## src/rtl/futurefpga_slice_kn_if.sv

```systemverilog
// Bus bundle for one logic slice: element inputs, carry, outputs and the
// serial configuration scan port. Suffixes are from the slice's point of view.
interface futurefpga_slice_kn_if #(
    parameter int K = 4,
    parameter int N = 2
);
    logic [N*K-1:0] in_i;
    logic           ce_i;
    logic           cin_i;
    logic           cfg_en_i;
    logic           cfg_si_i;
    logic           cout_o;
    logic [N-1:0]   o_o;
    logic           cfg_so_o;

    modport master (
        output in_i, ce_i, cin_i, cfg_en_i, cfg_si_i,
        input  cout_o, o_o, cfg_so_o
    );

    modport slave (
        input  in_i, ce_i, cin_i, cfg_en_i, cfg_si_i,
        output cout_o, o_o, cfg_so_o
    );
endinterface

```

## src/rtl/futurefpga_slice_kn.sv

```systemverilog
// Logic slice: N K-input LUT/FF elements on a ripple carry chain, configured
// through a daisy-chainable serial scan register.
// Element field layout (low to high): INIT[2**K-1:0], FF_USED, FF_ISEL,
// CARRY_EN, CE_USED, FF_INIT. Top two config bits: CIN_SEL, CIN_CONST.
module futurefpga_slice_kn #(
    parameter int K = 4,
    parameter int N = 2
) (
    input  logic                 clk_i,
    input  logic                 rst_i,
    futurefpga_slice_kn_if.slave bus
);
    localparam int LUTW      = 2 ** K;
    localparam int CW        = LUTW + 5;
    localparam int CFGW      = N * CW + 2;
    localparam int P_FF_USED = LUTW;
    localparam int P_FF_ISEL = LUTW + 1;
    localparam int P_CARRY   = LUTW + 2;
    localparam int P_CE_USED = LUTW + 3;
    localparam int P_FF_INIT = LUTW + 4;

    // Config is a power-up value only; reset deliberately leaves it alone.
    logic [CFGW-1:0] cfg_q = '0;
    logic [CFGW-1:0] cfg_d;
    logic [N-1:0]    ff_q = '0;
    logic [N-1:0]    ff_d;

    logic            gate;
    logic [N:0]      carry;
    logic [N-1:0]    lut_v;
    logic [N-1:0]    comb_v;
    logic [N-1:0]    gated_v;
    logic [N-1:0]    din_v;
    logic [N-1:0]    o_v;
    logic [N-1:0]    init_d;

    // Binary mux tree, MSB select resolved first; the ?: keeps agreeing
    // table entries defined when a select input is X.
    function automatic logic lut_mux(input logic [LUTW-1:0] tbl,
                                     input logic [K-1:0]    sel);
        logic [LUTW-1:0] t;
        t = tbl;
        for (int lvl = K - 1; lvl >= 0; lvl--) begin
            for (int j = 0; j < (1 << lvl); j++) begin
                t[j] = sel[lvl] ? t[j + (1 << lvl)] : t[j];
            end
        end
        return t[0];
    endfunction

    assign gate = rst_i | bus.cfg_en_i;

    // Scan chain next value: shift toward the MSB while enabled.
    always_comb begin
        cfg_d = cfg_q;
        if (bus.cfg_en_i) begin
            cfg_d = {cfg_q[CFGW-2:0], bus.cfg_si_i};
        end
    end

    // Scan register update.
    always_ff @(posedge clk_i) begin
        cfg_q <= cfg_d;
    end

    // LUTs, combinational ripple carry, output gating and FF data selection.
    always_comb begin
        carry    = '0;
        lut_v    = '0;
        comb_v   = '0;
        gated_v  = '0;
        din_v    = '0;
        o_v      = '0;
        carry[0] = cfg_q[CFGW-2] ? bus.cin_i : cfg_q[CFGW-1];
        for (int i = 0; i < N; i++) begin
            lut_v[i] = lut_mux(cfg_q[i*CW +: LUTW], bus.in_i[i*K +: K]);
            if (cfg_q[i*CW + P_CARRY]) begin
                comb_v[i]    = lut_v[i] ^ carry[i];
                carry[i + 1] = lut_v[i] ? carry[i] : bus.in_i[i*K];
            end else begin
                comb_v[i]    = lut_v[i];
                carry[i + 1] = carry[i];
            end
            gated_v[i] = gate ? 1'b0 : comb_v[i];
            din_v[i]   = cfg_q[i*CW + P_FF_ISEL] ? bus.in_i[i*K + K - 1] : gated_v[i];
            o_v[i]     = gate ? 1'b0 : (cfg_q[i*CW + P_FF_USED] ? ff_q[i] : gated_v[i]);
        end
    end

    // FF next state. FF_INIT is taken from the post-shift config so the last
    // scan edge already leaves the FFs at the newly loaded init value.
    always_comb begin
        ff_d   = ff_q;
        init_d = '0;
        for (int i = 0; i < N; i++) begin
            init_d[i] = cfg_d[i*CW + P_FF_INIT];
            if (bus.cfg_en_i) begin
                ff_d[i] = init_d[i];
            end else if (cfg_q[i*CW + P_CE_USED] && !bus.ce_i) begin
                ff_d[i] = ff_q[i];
            end else begin
                ff_d[i] = din_v[i];
            end
        end
    end

    // Element flip-flops; synchronous reset loads FF_INIT.
    always_ff @(posedge clk_i) begin
        if (rst_i) begin
            ff_q <= init_d;
        end else begin
            ff_q <= ff_d;
        end
    end

    assign bus.o_o      = o_v;
    assign bus.cout_o   = gate ? 1'b0 : carry[N];
    assign bus.cfg_so_o = cfg_q[CFGW-1];
endmodule

```

## src/flat_wrapper.sv

```systemverilog
// flat-port wrapper written by rule: the top's interface ports become plain ports
module futurefpga_slice_kn_flat 
#(
    parameter int K = 4,
    parameter int N = 2
)
  (clk_i, rst_i, bus_in_i, bus_ce_i, bus_cin_i, bus_cfg_en_i, bus_cfg_si_i, bus_cout_o, bus_o_o, bus_cfg_so_o);
  futurefpga_slice_kn_if #(.K(K), .N(N)) bus_i ();
  input  logic clk_i;
  input  logic rst_i;
  input wire logic [$bits(bus_i.in_i)-1:0] bus_in_i;
  input wire logic [$bits(bus_i.ce_i)-1:0] bus_ce_i;
  input wire logic [$bits(bus_i.cin_i)-1:0] bus_cin_i;
  input wire logic [$bits(bus_i.cfg_en_i)-1:0] bus_cfg_en_i;
  input wire logic [$bits(bus_i.cfg_si_i)-1:0] bus_cfg_si_i;
  output wire logic [$bits(bus_i.cout_o)-1:0] bus_cout_o;
  output wire logic [$bits(bus_i.o_o)-1:0] bus_o_o;
  output wire logic [$bits(bus_i.cfg_so_o)-1:0] bus_cfg_so_o;
  assign bus_i.in_i = bus_in_i;
  assign bus_i.ce_i = bus_ce_i;
  assign bus_i.cin_i = bus_cin_i;
  assign bus_i.cfg_en_i = bus_cfg_en_i;
  assign bus_i.cfg_si_i = bus_cfg_si_i;
  assign bus_cout_o = bus_i.cout_o;
  assign bus_o_o = bus_i.o_o;
  assign bus_cfg_so_o = bus_i.cfg_so_o;
  futurefpga_slice_kn #(.K(K), .N(N)) u_core (.clk_i(clk_i), .rst_i(rst_i), .bus(bus_i));
endmodule
```

## config.mk

```make
export PLATFORM = sky130hd
export DESIGN_NAME = futurefpga_slice_kn_flat
export DESIGN_NICKNAME = d
export VERILOG_FILES = /design/src/rtl/futurefpga_slice_kn_if.sv /design/src/rtl/futurefpga_slice_kn.sv /design/src/flat_wrapper.sv
export SDC_FILE = /design/constraint.sdc
export NUM_CORES = 1
export LEC_CHECK = 0
export ABC_CLOCK_PERIOD_IN_PS = 3000
export CAP_MARGIN = 0
export CORE_AREA = 5 5 89 58
export DETAILED_ROUTE_END_ITERATION = 16
export DIE_AREA = 0 0 94 63
export SLEW_MARGIN = 20
export SYNTH_ARGS = -nofsm -noshare
export SYNTH_HDL_FRONTEND = slang
export SYNTH_SLANG_ARGS = --single-unit
```

## constraint.sdc

```tcl
create_clock -name clk_i -period 3 [get_ports clk_i]
set_input_delay 0.3 -clock clk_i [delete_from_list [all_inputs] [get_ports clk_i]]
set_output_delay 0.3 -clock clk_i [all_outputs]
set_load 0.03 [all_outputs]
```

==> impl_results.html <==
<table>
<tr><th>Metric</th><th>Value</th></tr>
<tr><th colspan="2">Cells and area</th></tr>
<tr><td>Layout Nets</td><td>140</td></tr>
<tr><td>Highest-count cells in the layout ignoring fill and taps</td><td>sky130_fd_sc_hd__edfxtp_1 (44), sky130_fd_sc_hd__clkdlybuf4s50_1 (12), sky130_fd_sc_hd__mux4_2 (6), sky130_fd_sc_hd__mux2i_1 (6)</td></tr>
<tr><td>Most frequent standard cell in the layout excluding fill and tap cells</td><td>sky130_fd_sc_hd__edfxtp_1</td></tr>
<tr><td>Diodes inserted</td><td>0</td></tr>
<tr><td>Post-synthesis to final-layout area growth</td><td>17.5%</td></tr>
<tr><td>Fraction of layout instances using a drive strength above 1</td><td>16.5%</td></tr>
<tr><th colspan="2">Floorplan</th></tr>
<tr><td>Count of standard-cell rows</td><td>19</td></tr>
<tr><td>Chip width</td><td>94 um</td></tr>
<tr><td>Die ar.</td><td>0.00592 mm2</td></tr>
<tr><td>Top-Level Pins</td><td>18</td></tr>
<tr><td>Chip height</td><td>63 um</td></tr>
<tr><td>Initial Util</td><td>42.6%</td></tr>
<tr><td>Placeable Area</td><td>0.00433 mm2</td></tr>
<tr><th colspan="2">Power</th></tr>
<tr><td>Sequential share of power</td><td>62.0%</td></tr>
<tr><td>Internal cell power</td><td>0.000975 W</td></tr>
<tr><td>Net switching share of the total power</td><td>21.9%</td></tr>
<tr><td>Part of the total power dissipated in combinational logic</td><td>9.4%</td></tr>
<tr><td>Worst vdd rail ir drop</td><td>0.000322 V</td></tr>
<tr><td>Sw power</td><td>0.000273 W</td></tr>
<tr><td>Leakage power of the design</td><td>0.745 nW</td></tr>
<tr><td>Share of power burned in the clock network</td><td>28.6%</td></tr>
<tr><td>PD cells</td><td>576 mW/mm2</td></tr>
<tr><th colspan="2">Yosys</th></tr>
<tr><td>Number of flip-flops and latches in the synthesized netlist</td><td>46</td></tr>
<tr><td>Largest cells by area after synthesis</td><td>sky130_fd_sc_hd__edfxtp_1 (72%), sky130_fd_sc_hd__mux4_2 (7.3%), sky130_fd_sc_hd__mux2i_1 (3.3%), sky130_fd_sc_hd__dfxtp_1 (2.2%), sky130_fd_sc_hd__mux2_2 (1.8%)</td></tr>
<tr><td>Fraction of post-synthesis cell area in the top cell type by area</td><td>71.7%</td></tr>
<tr><td>Avg Synthesized Cell Area</td><td>18.2 um2</td></tr>
<tr><td>Number of enable flip-flop cells after synthesis</td><td>44</td></tr>
<tr><td>Proportion of register bits with asynchronous set or reset after synthesis</td><td>0%</td></tr>
<tr><td>Share of the yosys chip area belonging to registers</td><td>73.9%</td></tr>
<tr><td>Post-Syn Instances</td><td>101</td></tr>
<tr><td>Most used DFF post-synth</td><td>sky130_fd_sc_hd__edfxtp_1</td></tr>
<tr><td>Number of warnings printed during yosys synthesis</td><td>0</td></tr>
<tr><td>Cell taking the most area after synthesis</td><td>sky130_fd_sc_hd__edfxtp_1</td></tr>
<tr><td>Net Count, Synth</td><td>115</td></tr>
<tr><td>Count of unique library cells instantiated by Yosys</td><td>26</td></tr>
<tr><td>Post-Synthesis Cell Area</td><td>0.00184 mm2</td></tr>
<tr><th colspan="2">Clock tree</th></tr>
<tr><td>Clock-pin slew reported for the worst setup and hold paths after clock tree synthesis</td><td>0.08 ns</td></tr>
<tr><td>Number of buffers inserted during clock tree synthesis</td><td>5</td></tr>
<tr><td>Buffers inserted by post-CTS timing repair</td><td>0</td></tr>
<tr><td>CTS H-Tree Depth</td><td>2</td></tr>
<tr><td>Number of clock sinks seen by CTS</td><td>46</td></tr>
<tr><td>CTS Buffer Depth</td><td>2</td></tr>
<tr><td>Clock tree root driver cell</td><td>sky130_fd_sc_hd__clkbuf_8</td></tr>
<tr><td>TritonCTS clock tree</td><td>built</td></tr>
<tr><td>Clock insertion delay at the later pin of the skew report</td><td>0.29 ns</td></tr>
<tr><th colspan="2">Global routing</th></tr>
<tr><td>Initial antenna violation count</td><td>0</td></tr>
<tr><td>Global-route congestion overflow total</td><td>0</td></tr>
<tr><td>Pin count of the biggest net entering global routing</td><td>32</td></tr>
<tr><td>Aggregate global-route resource usage</td><td>12.2%</td></tr>
<tr><td>First-pass GRT wire length</td><td>5260 um</td></tr>
<tr><td>Via count of the first global-routing pass</td><td>1,015</td></tr>
<tr><th colspan="2">Place</th></tr>
<tr><td>Placer's final routability congestion estimate</td><td>0.790</td></tr>
<tr><td>HPWL after detailed placement</td><td>2360 um</td></tr>
<tr><td>IO Port Bufs</td><td>17</td></tr>
<tr><th colspan="2">Worst setup path</th></tr>
<tr><td>Kind of launch point of the worst setup path</td><td>input pin</td></tr>
<tr><td>Series of cell instances along the critical path</td><td>clkdlybuf4s50_1 -&gt; mux4_2 -&gt; mux2i_1 -&gt; nand3_1 -&gt; o22ai_2 -&gt; xor2_1 -&gt; o21a_1 -&gt; buf_4</td></tr>
<tr><td>Endpoint type of the worst setup path</td><td>primary output</td></tr>
<tr><td>Slowest cell on crit path</td><td>sky130_fd_sc_hd__clkdlybuf4s50_1</td></tr>
<tr><td>Crit path buf inv count</td><td>2</td></tr>
<tr><td>Data arrival time at the worst-slack endpoint</td><td>2.44 ns</td></tr>
<tr><td>Largest stage delay on the critical path</td><td>0.59 ns</td></tr>
<tr><td>Kind of cell adding the most delay to the critical path</td><td>buffers and inverters</td></tr>
<tr><td>Critical path start-end classification</td><td>in2out</td></tr>
<tr><td>Required time of the critical path</td><td>2.70 ns</td></tr>
<tr><td>Worst-path fanout max</td><td>4</td></tr>
<tr><th colspan="2">STA</th></tr>
<tr><td>Min Hold Slack</td><td>0.433 ns</td></tr>
<tr><td>Final setup violating endpoints</td><td>0</td></tr>
<tr><td>Number of max-slew violations in the final report</td><td>0</td></tr>
<tr><td>Actual slew at the worst max-slew pin</td><td>0.389 ns</td></tr>
<tr><td>RSZ-0062 raised after global routing</td><td>no</td></tr>
<tr><td>Shortest clock period the worst path allows after layout</td><td>2.74 ns</td></tr>
<tr><td>Max_slew headroom</td><td>74.1%</td></tr>
<tr><td>Fraction of the cycle the final worst path needs</td><td>91.2%</td></tr>
<tr><td>Highest clock rate</td><td>0.365 GHz</td></tr>
<tr><td>Setup TNS Final</td><td>0 ns</td></tr>
<tr><td>Number of hold-slack violations in the final timing report</td><td>0</td></tr>
<tr><td>Max Clock Skew</td><td>0.00284 ns</td></tr>
<tr><th colspan="2">Routing</th></tr>
<tr><td>Wire length per cell</td><td>17.1 um</td></tr>
<tr><td>DRC Markers</td><td>0</td></tr>
<tr><td>Via density</td><td>5.17</td></tr>
<tr><td>Post-route antenna net violation count</td><td>0</td></tr>
<tr><td>Starting DRT DRC Count</td><td>63</td></tr>
<tr><td>Number of search-and-repair iterations in the first detailed-routing pass</td><td>6</td></tr>
<tr><td>Routed via count</td><td>983</td></tr>
<tr><td>Wire length after detailed routing</td><td>3250 um</td></tr>
<tr><th colspan="2">Run status</th></tr>
<tr><td>Result of the run</td><td>finished clean</td></tr>
<tr><th colspan="2">Min path</th></tr>
<tr><td>Worst Hold Class</td><td>in2reg</td></tr>
<tr><th colspan="2">Run</th></tr>
<tr><td>Count of maximum capacitance violations</td><td>0</td></tr>
</table>
-- cell usage after synthesis, types with 2 or more instances --
library cell / count
sky130_fd_sc_hd__a211oi_1: 2
sky130_fd_sc_hd__a21oi_1: 3
sky130_fd_sc_hd__a41oi_1: 2
sky130_fd_sc_hd__dfxtp_1: 2
sky130_fd_sc_hd__edfxtp_1: 44
sky130_fd_sc_hd__inv_1: 3
sky130_fd_sc_hd__mux2_2: 3
sky130_fd_sc_hd__mux2i_1: 6
sky130_fd_sc_hd__mux4_2: 6
sky130_fd_sc_hd__nand2_1: 5
sky130_fd_sc_hd__nand3_1: 3
sky130_fd_sc_hd__nand3b_1: 3
sky130_fd_sc_hd__nor2_1: 5
sky130_fd_sc_hd__xor2_1: 2
-- worst reg2reg max path, delay by kind of cell, from the launching register on --
family          cells  cell delay [ns]
mux                 2             0.68
flops               1             0.43
compound gates      2             0.38
simple gates        1             0.14
xor+xnor            1             0.11
-- state kept, by name, indices dropped and copies added (netlist names) --
name / cells
u_core.cfg_q: 44
u_core.ff_q: 2
-- power by group through the flow --
| stage | registers, W | logic [W] | clock network [W] |
|---|---|---|---|
| 3_5_place_dp | 0.000788 | 0.000118 | 0 |
| 5_1_grt | 0.000779 | 0.000127 | 0.000398 |
| 6_report | 0.000774 | 0.000117 | 0.000357 |
| 2_1_floorplan | 0.000779 | 0.0000657 | 0 |
| 4_1_cts | 0.000774 | 0.000118 | 0.000366 |
| 3_3_place_gp | 0.000787 | 0.000115 | 0 |
-- what timing repair did --
action	4_1_cts	5_1_grt
hold buffers	0	0
endpoints found under the hold margin	0	0
endpoints found under the setup margin	0	1
resized for setup	0	1
-- final timing paths --
| kind | from | to | slack, ns | cells after the start |
|---|---|---|---|---|
| max | bus_in_i[3] | bus_o_o[1] | 0.26 | 8 |
| max reg2reg | u_core.cfg_q[15] | u_core.ff_q[1] | 1.02 | 6 |
| min | bus_cfg_en_i | u_core.cfg_q[34] | 0.43 | 1 |
| min reg2reg | u_core.cfg_q[41] | u_core.cfg_q[42] | 0.43 | 0 |
-- cells by family (layout without fill, tap and decap cells) --
kind of cell	after synthesis	in the layout	share of synthesized area (%)
flops	46	46	73.9
compound gates	13	13	5.70
simple gates	21	21	5.84
mux	15	15	12.4
xor+xnor	2	2	0.951
buf+inv	4	30	1.22
-- stage by stage --
stage | total power, W | instance area, um2 | util, % | setup WS (ns) | instances
after floorplan | 0.000844 | 1840 | - | 0.619 | 101
after global placement | 0.000903 | 2080 | 48.1 | 0.174 | 182
after detailed placement | 0.000906 | 2080 | 48.1 | 0.151 | 182
after CTS | 0.00126 | 2160 | 50.0 | 0.152 | 190
after global routing | 0.00131 | 2170 | 50.1 | 0.150 | 190
final | 0.00125 | 2170 | 50.1 | 0.263 | 190
-- layout make-up --
class | instances | area (um2)
sequential | 46 | 1360
timing repair buffer | 19 | 175
clock buffer | 8 | 80.1
multi-input combinational | 51 | 459
inverter | 3 | 11.3
tap | 63 | 78.8
fill | 389 | 2160
-- layer usage --
metal | global-route usage, % | routed length [um] | part of all wire (%) | vias up
met1 | 18.1 | 1690 | 52 | 489
li1 | - | - | - | 459
met3 | 4.45 | 173 | 5.3 | 8
met5 | 0 | 0 | 0 | -
met2 | 15.4 | 1330 | 41 | 27
met4 | 5.95 | 62 | 1.9 | 0
Note: power is estimated with default switching activity, not from simulation.
